File: src/rtl/vga_bounce_module.sv
// vga_bounce_module: RGB565 pixel stage that draws a square bouncing off the
// edges of a 640x480 active area, advancing once per frame on the VSYNC edge.
// RGB, HSYNC and VSYNC leave through one register stage so they stay aligned.
// Optional build macro: GRID_OVERLAY_EN draws a grey 64-pixel grid behind the box.
module vga_bounce_module #(
   parameter int unsigned H_ACT = 640,
   parameter int unsigned V_ACT = 480,
   parameter int unsigned BOX   = 32,
   parameter int unsigned STEP  = 2
) (
   input  logic        CLK,
   input  logic        RST_n,
   input  logic        Ready_Sig,
   input  logic [10:0] Column_Addr_Sig,
   input  logic [10:0] Row_Addr_Sig,
   input  logic        HSYNC_Sig,
   input  logic        VSYNC_Sig,
   input  logic        Pause_Sig,
   output logic [4:0]  Red_Sig,
   output logic [5:0]  Green_Sig,
   output logic [4:0]  Blue_Sig,
   output logic        HSYNC_Out,
   output logic        VSYNC_Out
);

   localparam int unsigned AW = 11;
   localparam int unsigned CW = 12;

   // bit 1: x heading left, bit 0: y heading up
   typedef enum logic [1:0] {
      DR = 2'b00,
      UR = 2'b01,
      DL = 2'b10,
      UL = 2'b11
   } motion_t;

   motion_t        state, state_nxt;
   logic [AW-1:0]  box_x, box_y, box_x_nxt, box_y_nxt;
   logic [1:0]     colour_idx, colour_nxt;
   logic           vs_d;
   logic           tick_c;
   logic           rev_x, rev_y;
   logic [CW-1:0]  x12, y12, col12, row12;
   logic           inbox_c;
   logic [15:0]    box_rgb, bg_rgb, pix_nxt;

   assign tick_c = VSYNC_Sig & ~vs_d;

   // Next position, direction and colour for the coming frame tick
   always_comb begin
      box_x_nxt  = box_x;
      box_y_nxt  = box_y;
      rev_x      = 1'b0;
      rev_y      = 1'b0;
      colour_nxt = colour_idx;
      x12        = CW'(box_x);
      y12        = CW'(box_y);

      if (!state[1]) begin
         if (x12 + CW'(BOX + STEP) > CW'(H_ACT)) begin
            box_x_nxt = AW'(H_ACT - BOX);
            rev_x     = 1'b1;
         end else begin
            box_x_nxt = box_x + AW'(STEP);
         end
      end else begin
         if (x12 < CW'(STEP)) begin
            box_x_nxt = '0;
            rev_x     = 1'b1;
         end else begin
            box_x_nxt = box_x - AW'(STEP);
         end
      end

      if (!state[0]) begin
         if (y12 + CW'(BOX + STEP) > CW'(V_ACT)) begin
            box_y_nxt = AW'(V_ACT - BOX);
            rev_y     = 1'b1;
         end else begin
            box_y_nxt = box_y + AW'(STEP);
         end
      end else begin
         if (y12 < CW'(STEP)) begin
            box_y_nxt = '0;
            rev_y     = 1'b1;
         end else begin
            box_y_nxt = box_y - AW'(STEP);
         end
      end

      state_nxt = motion_t'({state[1] ^ rev_x, state[0] ^ rev_y});

      // a corner hit reverses both axes but still advances the colour once
      if (rev_x | rev_y)
         colour_nxt = (colour_idx == 2'd2) ? 2'd0 : colour_idx + 2'd1;
   end

   // Motion FSM: position, direction and colour advance on an unpaused tick
   always_ff @(posedge CLK or negedge RST_n) begin
      if (!RST_n) begin
         state      <= DR;
         box_x      <= '0;
         box_y      <= '0;
         colour_idx <= 2'd0;
         vs_d       <= 1'b1;
      end else begin
         vs_d <= VSYNC_Sig;
         if (tick_c && !Pause_Sig) begin
            state      <= state_nxt;
            box_x      <= box_x_nxt;
            box_y      <= box_y_nxt;
            colour_idx <= colour_nxt;
         end
      end
   end

   // Pixel classification against the current box position
   always_comb begin
      col12   = CW'(Column_Addr_Sig);
      row12   = CW'(Row_Addr_Sig);
      inbox_c = Ready_Sig
              & (col12 >= x12) & (col12 < x12 + CW'(BOX))
              & (row12 >= y12) & (row12 < y12 + CW'(BOX));

      case (colour_idx)
         2'd1:    box_rgb = 16'h07E0;
         2'd2:    box_rgb = 16'h001F;
         default: box_rgb = 16'hF800;
      endcase

`ifdef GRID_OVERLAY_EN
      if ((Column_Addr_Sig[5:0] == 6'd0) || (Row_Addr_Sig[5:0] == 6'd0))
         bg_rgb = 16'h4208;
      else
         bg_rgb = 16'h0000;
`else
      bg_rgb = 16'h0000;
`endif

      if (inbox_c)
         pix_nxt = box_rgb;
      else if (Ready_Sig)
         pix_nxt = bg_rgb;
      else
         pix_nxt = 16'h0000;
   end

   // Output stage: RGB and both syncs share one register delay
   always_ff @(posedge CLK or negedge RST_n) begin
      if (!RST_n) begin
         Red_Sig   <= '0;
         Green_Sig <= '0;
         Blue_Sig  <= '0;
         HSYNC_Out <= 1'b1;
         VSYNC_Out <= 1'b1;
      end else begin
         {Red_Sig, Green_Sig, Blue_Sig} <= pix_nxt;
         HSYNC_Out <= HSYNC_Sig;
         VSYNC_Out <= VSYNC_Sig;
      end
   end

endmodule

File: config.mk
export PLATFORM = sky130hd
export DESIGN_NAME = vga_bounce_module
export DESIGN_NICKNAME = d
export VERILOG_FILES = /design/src/rtl/vga_bounce_module.sv
export SDC_FILE = /design/constraint.sdc
export NUM_CORES = 1
export LEC_CHECK = 0
export CORE_MARGIN = 4
export CORE_UTILIZATION = 36
export CTS_BUF_LIST = sky130_fd_sc_hd__clkbuf_4
export CTS_CLUSTER_SIZE = 24
export DETAILED_ROUTE_END_ITERATION = 16
export GPL_ROUTABILITY_DRIVEN = 0
export GPL_TIMING_DRIVEN = 0
export HOLD_SLACK_MARGIN = 0.06
export PLACE_DENSITY_LB_ADDON = 0.3
export SYNTH_ARGS = -nofsm -noshare
export SYNTH_HDL_FRONTEND = slang
export SYNTH_SLANG_ARGS = --single-unit
File: constraint.sdc
create_clock -name CLK -period 6.5 [get_ports CLK]
set_input_delay 1.95 -clock CLK [delete_from_list [all_inputs] [get_ports CLK]]
set_output_delay 1.95 -clock CLK [all_outputs]
set_load 0.005 [all_outputs]
==> impl_metrics.tcl, run 1 <==
set metrics [dict create \
    status "finished clean" \
    fin_crit_sh 0.577 \
    rsz0062_at_grt "false" \
    fp.dieArea_sq_um 10700 \
    layout_commonest_cell "ha_1" \
    cts-resized-gates 0 \
    hold_viol 0 \
    arrival_ns 4.00 \
    power.density_nw_per_um2 274 \
    cts_buffers 5 \
    vias_per_cell 5.77 \
    async_reset_ff_frac 1.00 \
    drtPass1Iterations 6 \
    grt_max_degree 30 \
    worstPathRequired_ns 6.75 \
    cts_setup_buffers 0 \
    grt_overflow_total 0 \
    drive_above_1_share 0.0853 \
    cpMostUsedCell "o21a_1" \
    synth_cell_types 57 \
    ys_ff_latch 29 \
    dp.final_hpwl_mm 6.80 \
    ys_seq_area_frac 0.223 \
    drt_iter0_markers 273 \
    regArea_sq_um 728 \
    clock_sinks 29 \
    netlist_area_sq_um 3260 \
    clkTransAtPathRegs_ns 0.10 \
    report.final.slew_viol_count 0 \
    clock-skew-final_ns 0.0177 \
    synth_flop_cell "dfrtp_1" \
    antenna_cells 0 \
    syn2layout_area_growth_pct 19.0 \
    vdd_drop_max_mv 0.0849 \
    cp-end-kind "flop" \
    hold-path-cell-count 1 \
    start_kind "input pin" \
    initial_core_util 0.373 \
    vias 3259 \
    clockRootBuffer "clkbuf_4" \
    tightest_slew_ns 1.16 \
    r2r_end "box_y[6]$_DFFE_PN0P_" \
    cts_tree "yes" \
    num_io_pins 46 \
    cts_htree_levels 2 \
    clk_latency_ns 0.36 \
    grt_usage 0.170 \
    fillers 887 \
    syn-mean-instance-area_sq_um 8.04 \
    reg2reg_slack_ns 3.42 \
    slew_headroom 0.217 \
    syn_inst 406 \
    design_area_sq_um 3880 \
    setup_violations 0 \
    grt_pass1_vias 3034 \
    antenna_found_initial 0 \
    hp-class "flop to flop" \
    layout_common_cells "45 x ha_1, 42 x clkdlybuf4s50_1, 34 x nand2_1, 34 x inv_1, 27 x dfrtp_1" \
    dpl_cell_area_sq_um 3820 \
    finalCriticalPeriod_ns 3.75 \
    die_w_um 103 \
    worst-r2r-cell-count 8 \
    path_class "input pin to flop" \
    timing.fmax_mhz 267 \
    multi_input_area_sq_um 2190 \
    hold_path_end "box_y[10]$_DFFE_PN0P_" \
    rows 34 \
    leakagePower_uw 0.00160 \
    syn_nets 479 \
    slowest_delay_ns 0.43 \
    rr_startpoint "box_y[5]$_DFFE_PN0P_" \
    crit_fanout 3 \
    nNetsFinal 529 \
    ant_nets 0 \
    postCtsHoldBufs 0 \
    ys_warn_count 0 \
    coreArea_sq_um 8760 \
    cts_buffer_depth 2 \
    crit_chain "clkdlybuf4s50_1, ha_1, o21a_1, o21a_1, o21ai_0, a21oi_1, o21a_1, nor4_1" \
    drcViolationCount 0 \
    synth-edff-count 0 \
    die_h_um 103 \
    holdCritStartpoint "box_y[10]$_DFFE_PN0P_" \
    cpMaxStageDelayCell "o21ai_0" \
    wirelength_mm 8.98 \
    cp.buffers_inverters 1 \
    path_delay_family "compound AO/OA/AOI/OAI gates" \
    post_drt_wl_per_cell_um 15.9 \
    grt_pass1_wl_mm 14.6 \
    maxCapViolCount 0 \
    port_buffers 43 \
    fin_setup_tns_ns 0 \
]
power breakdown:
part	internal, uW	switching, uW
sequential	225	40.5
combinational	269	399
clock	55.6	74.0
stage by stage:
stage / utilization / power (uW) / hold slack [ns] / cells / worst slack, ns
finish: 0.443 / 1060 / 0.600 / 565 / 2.75
global route: 0.443 / 1170 / 0.618 / 565 / 2.62
CTS: 0.443 / 1060 / 0.597 / 565 / 2.78
detailed placement: 0.436 / 925 / 0.576 / 557 / 2.44
global placement: 0.437 / 912 / 0.574 / 557 / 2.45
floorplan: - / 761 / 0.540 / 406 / 3.09
sequential cells by signal (all words and copies together), names as in the netlist:
| name | flops |
|---|---|
| Red_Sig | 1 |
| HSYNC_Out | 1 |
| box_x | 10 |
| colour_idx | 2 |
| Blue_Sig | 1 |
| state | 2 |
| VSYNC_Out | 1 |
| Green_Sig | 1 |
| box_y | 10 |
Yosys cell counts (5+ instances only):
cell      count  share of area
a21oi_1      26          0.040
o21a_1        9          0.021
nand4_1       8          0.015
nor3_1        6         0.0092
nor4_1        8          0.015
ha_1         45           0.17
clkbuf_1     16          0.018
nor2_1       26          0.030
a31oi_1       6          0.011
o211ai_1      6          0.014
inv_1        34          0.039
a211o_1       5          0.013
o31ai_1       5          0.011
or3_1         5         0.0096
nand2_1      34          0.039
dfrtp_1      27           0.21
xnor2_1      17          0.046
buf_4        15          0.034
nand3_1      15          0.023
a221oi_1      5          0.013
o21ai_0      25          0.038
routing by layer:
layer	vias to the layer above	routed length, um	global-route usage
li1	1579	-	-
met4	0	116	0.0468
met3	12	760	0.0309
met1	1526	4050	0.235
met2	142	4050	0.274
met5	-	0	0
cell type report:
cell class                 instances  share of cell area
multi-input combinational        306               0.565
sequential                        29               0.187
timing repair buffer              43               0.110
buffer                            37              0.0554
tap                              108              0.0348
inverter                          34              0.0329
clock buffer                       8              0.0155
worst max path at each step:
stage               slack (ns)                from                        end  depth (start not counted)
floorplan                 3.09  Column_Addr_Sig[8]      Blue_Sig[3]$_DFF_PN0_                          5
global placement          2.45     Row_Addr_Sig[1]      Blue_Sig[3]$_DFF_PN0_                          8
detailed placement        2.44     Row_Addr_Sig[1]      Blue_Sig[3]$_DFF_PN0_                          8
CTS                       2.78     Row_Addr_Sig[1]      Blue_Sig[3]$_DFF_PN0_                          8
global route              2.62           Pause_Sig  colour_idx[0]$_DFFE_PN0P_                          8
finish                    2.75  Column_Addr_Sig[1]      Blue_Sig[3]$_DFF_PN0_                          8
cells by family after synthesis:
kind of cell | count (synthesis) | synth area share
multiplexers | 2 | 0.00652
AND/OR/NAND/NOR | 115 | 0.173
flip-flops | 29 | 0.223
adder cells (fa/ha/maj) | 45 | 0.172
buffers and inverters | 71 | 0.105
XOR/XNOR | 18 | 0.0483
AO/OA/AOI/OAI | 126 | 0.272
Power figures use the tool's default switching activity.
==> run 2, diff against run 1 <==
==> constraint.sdc (replaced) <==
create_clock -name CLK -period 3.1 [get_ports CLK]
set_input_delay 0.93 -clock CLK [delete_from_list [all_inputs] [get_ports CLK]]
set_output_delay 0.93 -clock CLK [all_outputs]
set_load 0.005 [all_outputs]
==> impl_metrics.tcl, run 2 (synthesis gave the netlist of run 1 again) <==
set metrics [dict create \
    cts_tree "yes" \
    grt_usage 0.170 \
    antenna_cells 0 \
    drt_iter0_markers 289 \
    nNetsFinal 528 \
    hp-class "flop to flop" \
    grt_overflow_total 0 \
    power_switching_uw 1090 \
    crit_fanout 10 \
    drcViolationCount 0 \
    wirelength_mm 8.92 \
    worst-r2r-cell-count 10 \
    initial_core_util 0.373 \
    report.final.slew_viol_count 0 \
    drive_above_1_share 0.0943 \
    pre_cts_ws_ns 0.0568 \
    drtPass1Iterations 5 \
    status "finished clean" \
    fin_crit_sh 0.905 \
    share_comb_of_total_power 0.628 \
    vdd_drop_max_mv 0.184 \
    fp.dieArea_sq_um 10700 \
    top_regs "box_x: 10 flops, box_y: 10 flops" \
    design_area_sq_um 3910 \
    grt_pass1_vias 3034 \
    power.density_nw_per_um2 574 \
    timing.fmax_mhz 356 \
    hold-path-cell-count 2 \
    finalPower_uw 2240 \
    arrival_ns 3.05 \
    cp-end-kind "flop" \
    die_h_um 103 \
    multi_input_area_sq_um 2220 \
    grt_pass1_wl_mm 14.6 \
    cts-resized-gates 0 \
    dp.final_hpwl_mm 6.80 \
    leakagePower_uw 0.00161 \
    grt_max_degree 30 \
    cts_buffers 5 \
    holdCritStartpoint "colour_idx[0]$_DFFE_PN0P_" \
    slew_headroom 0.331 \
    rows 34 \
    layout_commonest_cell "ha_1" \
    swShare 0.485 \
    cts_htree_levels 2 \
    worstPathRequired_ns 3.34 \
    hold_viol 0 \
    clk_latency_ns 0.35 \
    reg2reg_slack_ns 0.29 \
    hold_path_end "colour_idx[0]$_DFFE_PN0P_" \
    rr_startpoint "box_y[5]$_DFFE_PN0P_" \
    dpl_cell_area_sq_um 3820 \
    seqPwrFrac 0.250 \
    vias 3236 \
    vias_per_cell 5.74 \
    cts_setup_buffers 0 \
    maxCapViolCount 0 \
    postCtsHoldBufs 0 \
    rsz0062_at_grt "false" \
    coreArea_sq_um 8760 \
    post_drt_wl_per_cell_um 15.8 \
    syn2layout_area_growth_pct 19.7 \
    tightest_slew_ns 0.990 \
    clock-skew-final_ns 0.0120 \
    path_class "flop to flop" \
    p_clk_frac 0.121 \
    start_kind "flop" \
    num_io_pins 46 \
    port_buffers 43 \
    die_w_um 103 \
    setup_ws_ns 0.293 \
    power.internal_uw 1150 \
    r2r_end "box_y[3]$_DFFE_PN0P_" \
    layout_common_cells "45 x ha_1, 42 x clkdlybuf4s50_1, 34 x nand2_1, 34 x inv_1, 27 x dfrtp_1" \
    antenna_found_initial 0 \
    setup_violations 0 \
    clock_sinks 29 \
    regArea_sq_um 728 \
    fin_setup_tns_ns 0 \
    cts_buffer_depth 2 \
    fillers 883 \
    clkTransAtPathRegs_ns 0.11 \
    ant_nets 0 \
    finalCriticalPeriod_ns 2.81 \
    fin_util 0.446 \
    clockRootBuffer "clkbuf_4" \
]
==> run 2: per-layer routing <==
layer  vias to the layer above  global-route usage  wire length [um]
li1                       1578                   -                 -
met1                      1521               0.235              4140
met2                       126               0.274              4020
met3                        11              0.0309               647
met4                         0              0.0468               113
met5                         -                   0                 0
==> run 2: worst max-delay path, stage by stage (launching register included) <==
cell and delay (ns):
dfrtp_1 0.39, clkbuf_1 0.29, inv_1 0.22, ha_1 0.25, a41oi_2 0.32, xnor2_1 0.11, a31oi_1 0.30, a21oi_1 0.19
buf_2 0.23, a221oi_1 0.28, o22ai_1 0.11
==> run 2: how the worst max path moves through the flow <==
stage / end / depth (start not counted) / slack (ns) / from
2_1_floorplan: Blue_Sig[3]$_DFF_PN0_ / 10 / 0.61 / box_x[7]$_DFFE_PN0P_
3_3_place_gp: Blue_Sig[3]$_DFF_PN0_ / 8 / 0.07 / Row_Addr_Sig[1]
3_5_place_dp: Blue_Sig[3]$_DFF_PN0_ / 8 / 0.06 / Row_Addr_Sig[1]
4_1_cts: box_y[6]$_DFFE_PN0P_ / 8 / 0.10 / box_y[5]$_DFFE_PN0P_
5_1_grt: box_y[3]$_DFFE_PN0P_ / 10 / 0.08 / box_y[5]$_DFFE_PN0P_
6_report: box_y[3]$_DFFE_PN0P_ / 10 / 0.29 / box_y[5]$_DFFE_PN0P_
==> run 2: final cells by class <==
| cell class | count | share of cell area |
|---|---|---|
| Buffer | 36 | 0.0541 |
| Multi-Input combinational cell | 306 | 0.568 |
| Tap cell | 108 | 0.0346 |
| Sequential cell | 29 | 0.186 |
| Clock buffer | 8 | 0.0154 |
| Timing Repair Buffer | 43 | 0.109 |
| Inverter | 34 | 0.0327 |
==> run 2: power groups by stage <==
stage	logic [uW]	clock network [uW]	registers, uW
floorplan	1060	0	541
detailed placement	1380	0	563
global route	1590	292	577
finish	1410	272	561
CTS	1390	277	555
global placement	1350	0	559
==> run 2: per-stage QoR <==
step	hold WS, ns	std cells
floorplan	0.540	406
global placement	0.574	557
detailed placement	0.576	557
CTS	0.597	565
global route	0.618	564
finish	0.605	564
==> run 3, diff against run 2 <==
--- a/config.mk
+++ b/config.mk
@@ -6,7 +6,7 @@
 export NUM_CORES = 1
 export LEC_CHECK = 0
 export CORE_MARGIN = 4
-export CORE_UTILIZATION = 36
+export CORE_UTILIZATION = 38
 export CTS_BUF_LIST = sky130_fd_sc_hd__clkbuf_4
 export CTS_CLUSTER_SIZE = 24
 export DETAILED_ROUTE_END_ITERATION = 16
==> impl_metrics.tcl, run 3 (synthesis gave the netlist of run 1 again) <==
set metrics [dict create \
    hp-class "flop to flop" \
    arrival_ns 3.09 \
    hold_ws_ns 0.600 \
    leakagePower_uw 0.00160 \
    dp.final_hpwl_mm 6.79 \
    vdd_drop_max_mv 0.223 \
    drcViolationCount 0 \
    drt_iter0_markers 256 \
    antenna_found_initial 0 \
    rows 33 \
    initial_core_util 0.393 \
    crit_chain "clkbuf_1, inv_1, ha_1, a41oi_2, xnor2_1, a31oi_1, a21oi_1, buf_2, a221oi_1, o22ai_1" \
    dpl_cell_area_sq_um 3820 \
    vias_per_cell 5.84 \
    crit_fanout 10 \
    rsz0062_at_grt "false" \
    cp-end-kind "flop" \
    postCtsHoldBufs 0 \
    slew_headroom 0.344 \
    grt_usage 0.180 \
    reg2reg_slack_ns 0.24 \
    power.density_nw_per_um2 574 \
    die_h_um 101 \
    port_buffers 43 \
    fin_crit_sh 0.922 \
    cts_tree "yes" \
    ant_nets 0 \
    wirelength_mm 9.03 \
    post_drt_wl_per_cell_um 16.1 \
    cp.buffers_inverters 3 \
    grt_overflow_total 0 \
    clkTransAtPathRegs_ns 0.10 \
    fin_util 0.469 \
    antenna_cells 0 \
    cts-resized-gates 0 \
    cts_buffers 5 \
    clock_sinks 29 \
    nNetsFinal 528 \
    top_regs "box_x: 10 flops, box_y: 10 flops" \
    drive_above_1_share 0.0901 \
    worstPathRequired_ns 3.34 \
    fp.dieArea_sq_um 10100 \
    finalCriticalPeriod_ns 2.86 \
    layout_common_cells "45 x ha_1, 42 x clkdlybuf4s50_1, 34 x nand2_1, 34 x inv_1, 27 x dfrtp_1" \
    hold_viol 0 \
    grt_max_degree 30 \
    maxCapViolCount 0 \
    setup_violations 0 \
    clock-skew-final_ns 0.00956 \
    path_delay_family "compound AO/OA/AOI/OAI gates" \
    vias 3270 \
    drtPass1Iterations 5 \
    cpMaxStageDelayCell "dfrtp_1" \
    timing.fmax_mhz 350 \
    start_kind "flop" \
    path_class "flop to flop" \
    num_io_pins 46 \
    syn2layout_area_growth_pct 19.2 \
    slowest_delay_ns 0.39 \
    grt_pass1_wl_mm 14.8 \
    status "finished clean" \
    layout_commonest_cell "ha_1" \
    report.final.slew_viol_count 0 \
    cts_setup_buffers 0 \
    cts_buffer_depth 2 \
    clockRootBuffer "clkbuf_4" \
    coreArea_sq_um 8300 \
    clk_latency_ns 0.36 \
    design_area_sq_um 3890 \
    die_w_um 101 \
    tightest_slew_ns 0.972 \
    cts_htree_levels 2 \
    grt_pass1_vias 3075 \
    fin_setup_tns_ns 0 \
]
run 3: cell types whose count changed in the layout (fill, tap and decap cells not counted), sizes merged:
cell    before  now
clkbuf      23   21
clkinv       0    1
run 3: area by class of cell:
cell class / count / area, sq um
inverters: 34 / 128
multi-input cells: 306 / 2220
flip-flops and latches: 29 / 728
fillers: 818 / 4410
repair buffers: 43 / 425
clock inverters: 1 / 3.75
clock buffers: 6 / 45.0
plain buffers: 36 / 211
well taps: 105 / 131
run 3: worst register-to-register path, stage by stage, from the launching register on:
cell      delay, ns
dfrtp_1        0.39
clkbuf_1       0.29
inv_1          0.22
ha_1           0.26
a41oi_2        0.32
xnor2_1        0.10
a31oi_1        0.32
a21oi_1        0.20
buf_2          0.23
a221oi_1       0.29
o22ai_1        0.12
run 3: worst paths after layout:
kind                                            from                        end  cells after the start
min                        colour_idx[0]$_DFFE_PN0P_  colour_idx[0]$_DFFE_PN0P_                      2
max in group asynchronous                      RST_n     Green_Sig[4]$_DFF_PN0_                      1
max reg2reg                     box_y[5]$_DFFE_PN0P_       box_y[3]$_DFFE_PN0P_                     10
min in group asynchronous                      RST_n       box_y[3]$_DFFE_PN0P_                      1
min reg2reg                colour_idx[0]$_DFFE_PN0P_  colour_idx[0]$_DFFE_PN0P_                      2
max                             box_y[5]$_DFFE_PN0P_       box_y[3]$_DFFE_PN0P_                     10
run 3: metrics by stage:
stage	instances	setup WS, ns	total power (uW)
floorplan	406	0.615	1600
global placement	554	0.0708	1910
detailed placement	554	0.0454	1960
CTS	561	0.101	2210
global route	560	0.0275	2440
finish	560	0.241	2230
run 3: report_power, final:
group	leakage (uW)	total [uW]	internal, uW	switching, uW
combinational	0.00123	1430	568	863
sequential	0.000341	560	471	88.5
clock	0.0000292	242	90.9	151
total	0.00160	2230	1130	1100
run 3: metal layers:
metal | vias up | track usage | share of wire
li1 | 1581 | - | -
met1 | 1538 | 0.249 | 0.47
met2 | 135 | 0.285 | 0.45
met3 | 16 | 0.0291 | 0.060
met4 | 0 | 0.0560 | 0.016
met5 | - | 0 | 0
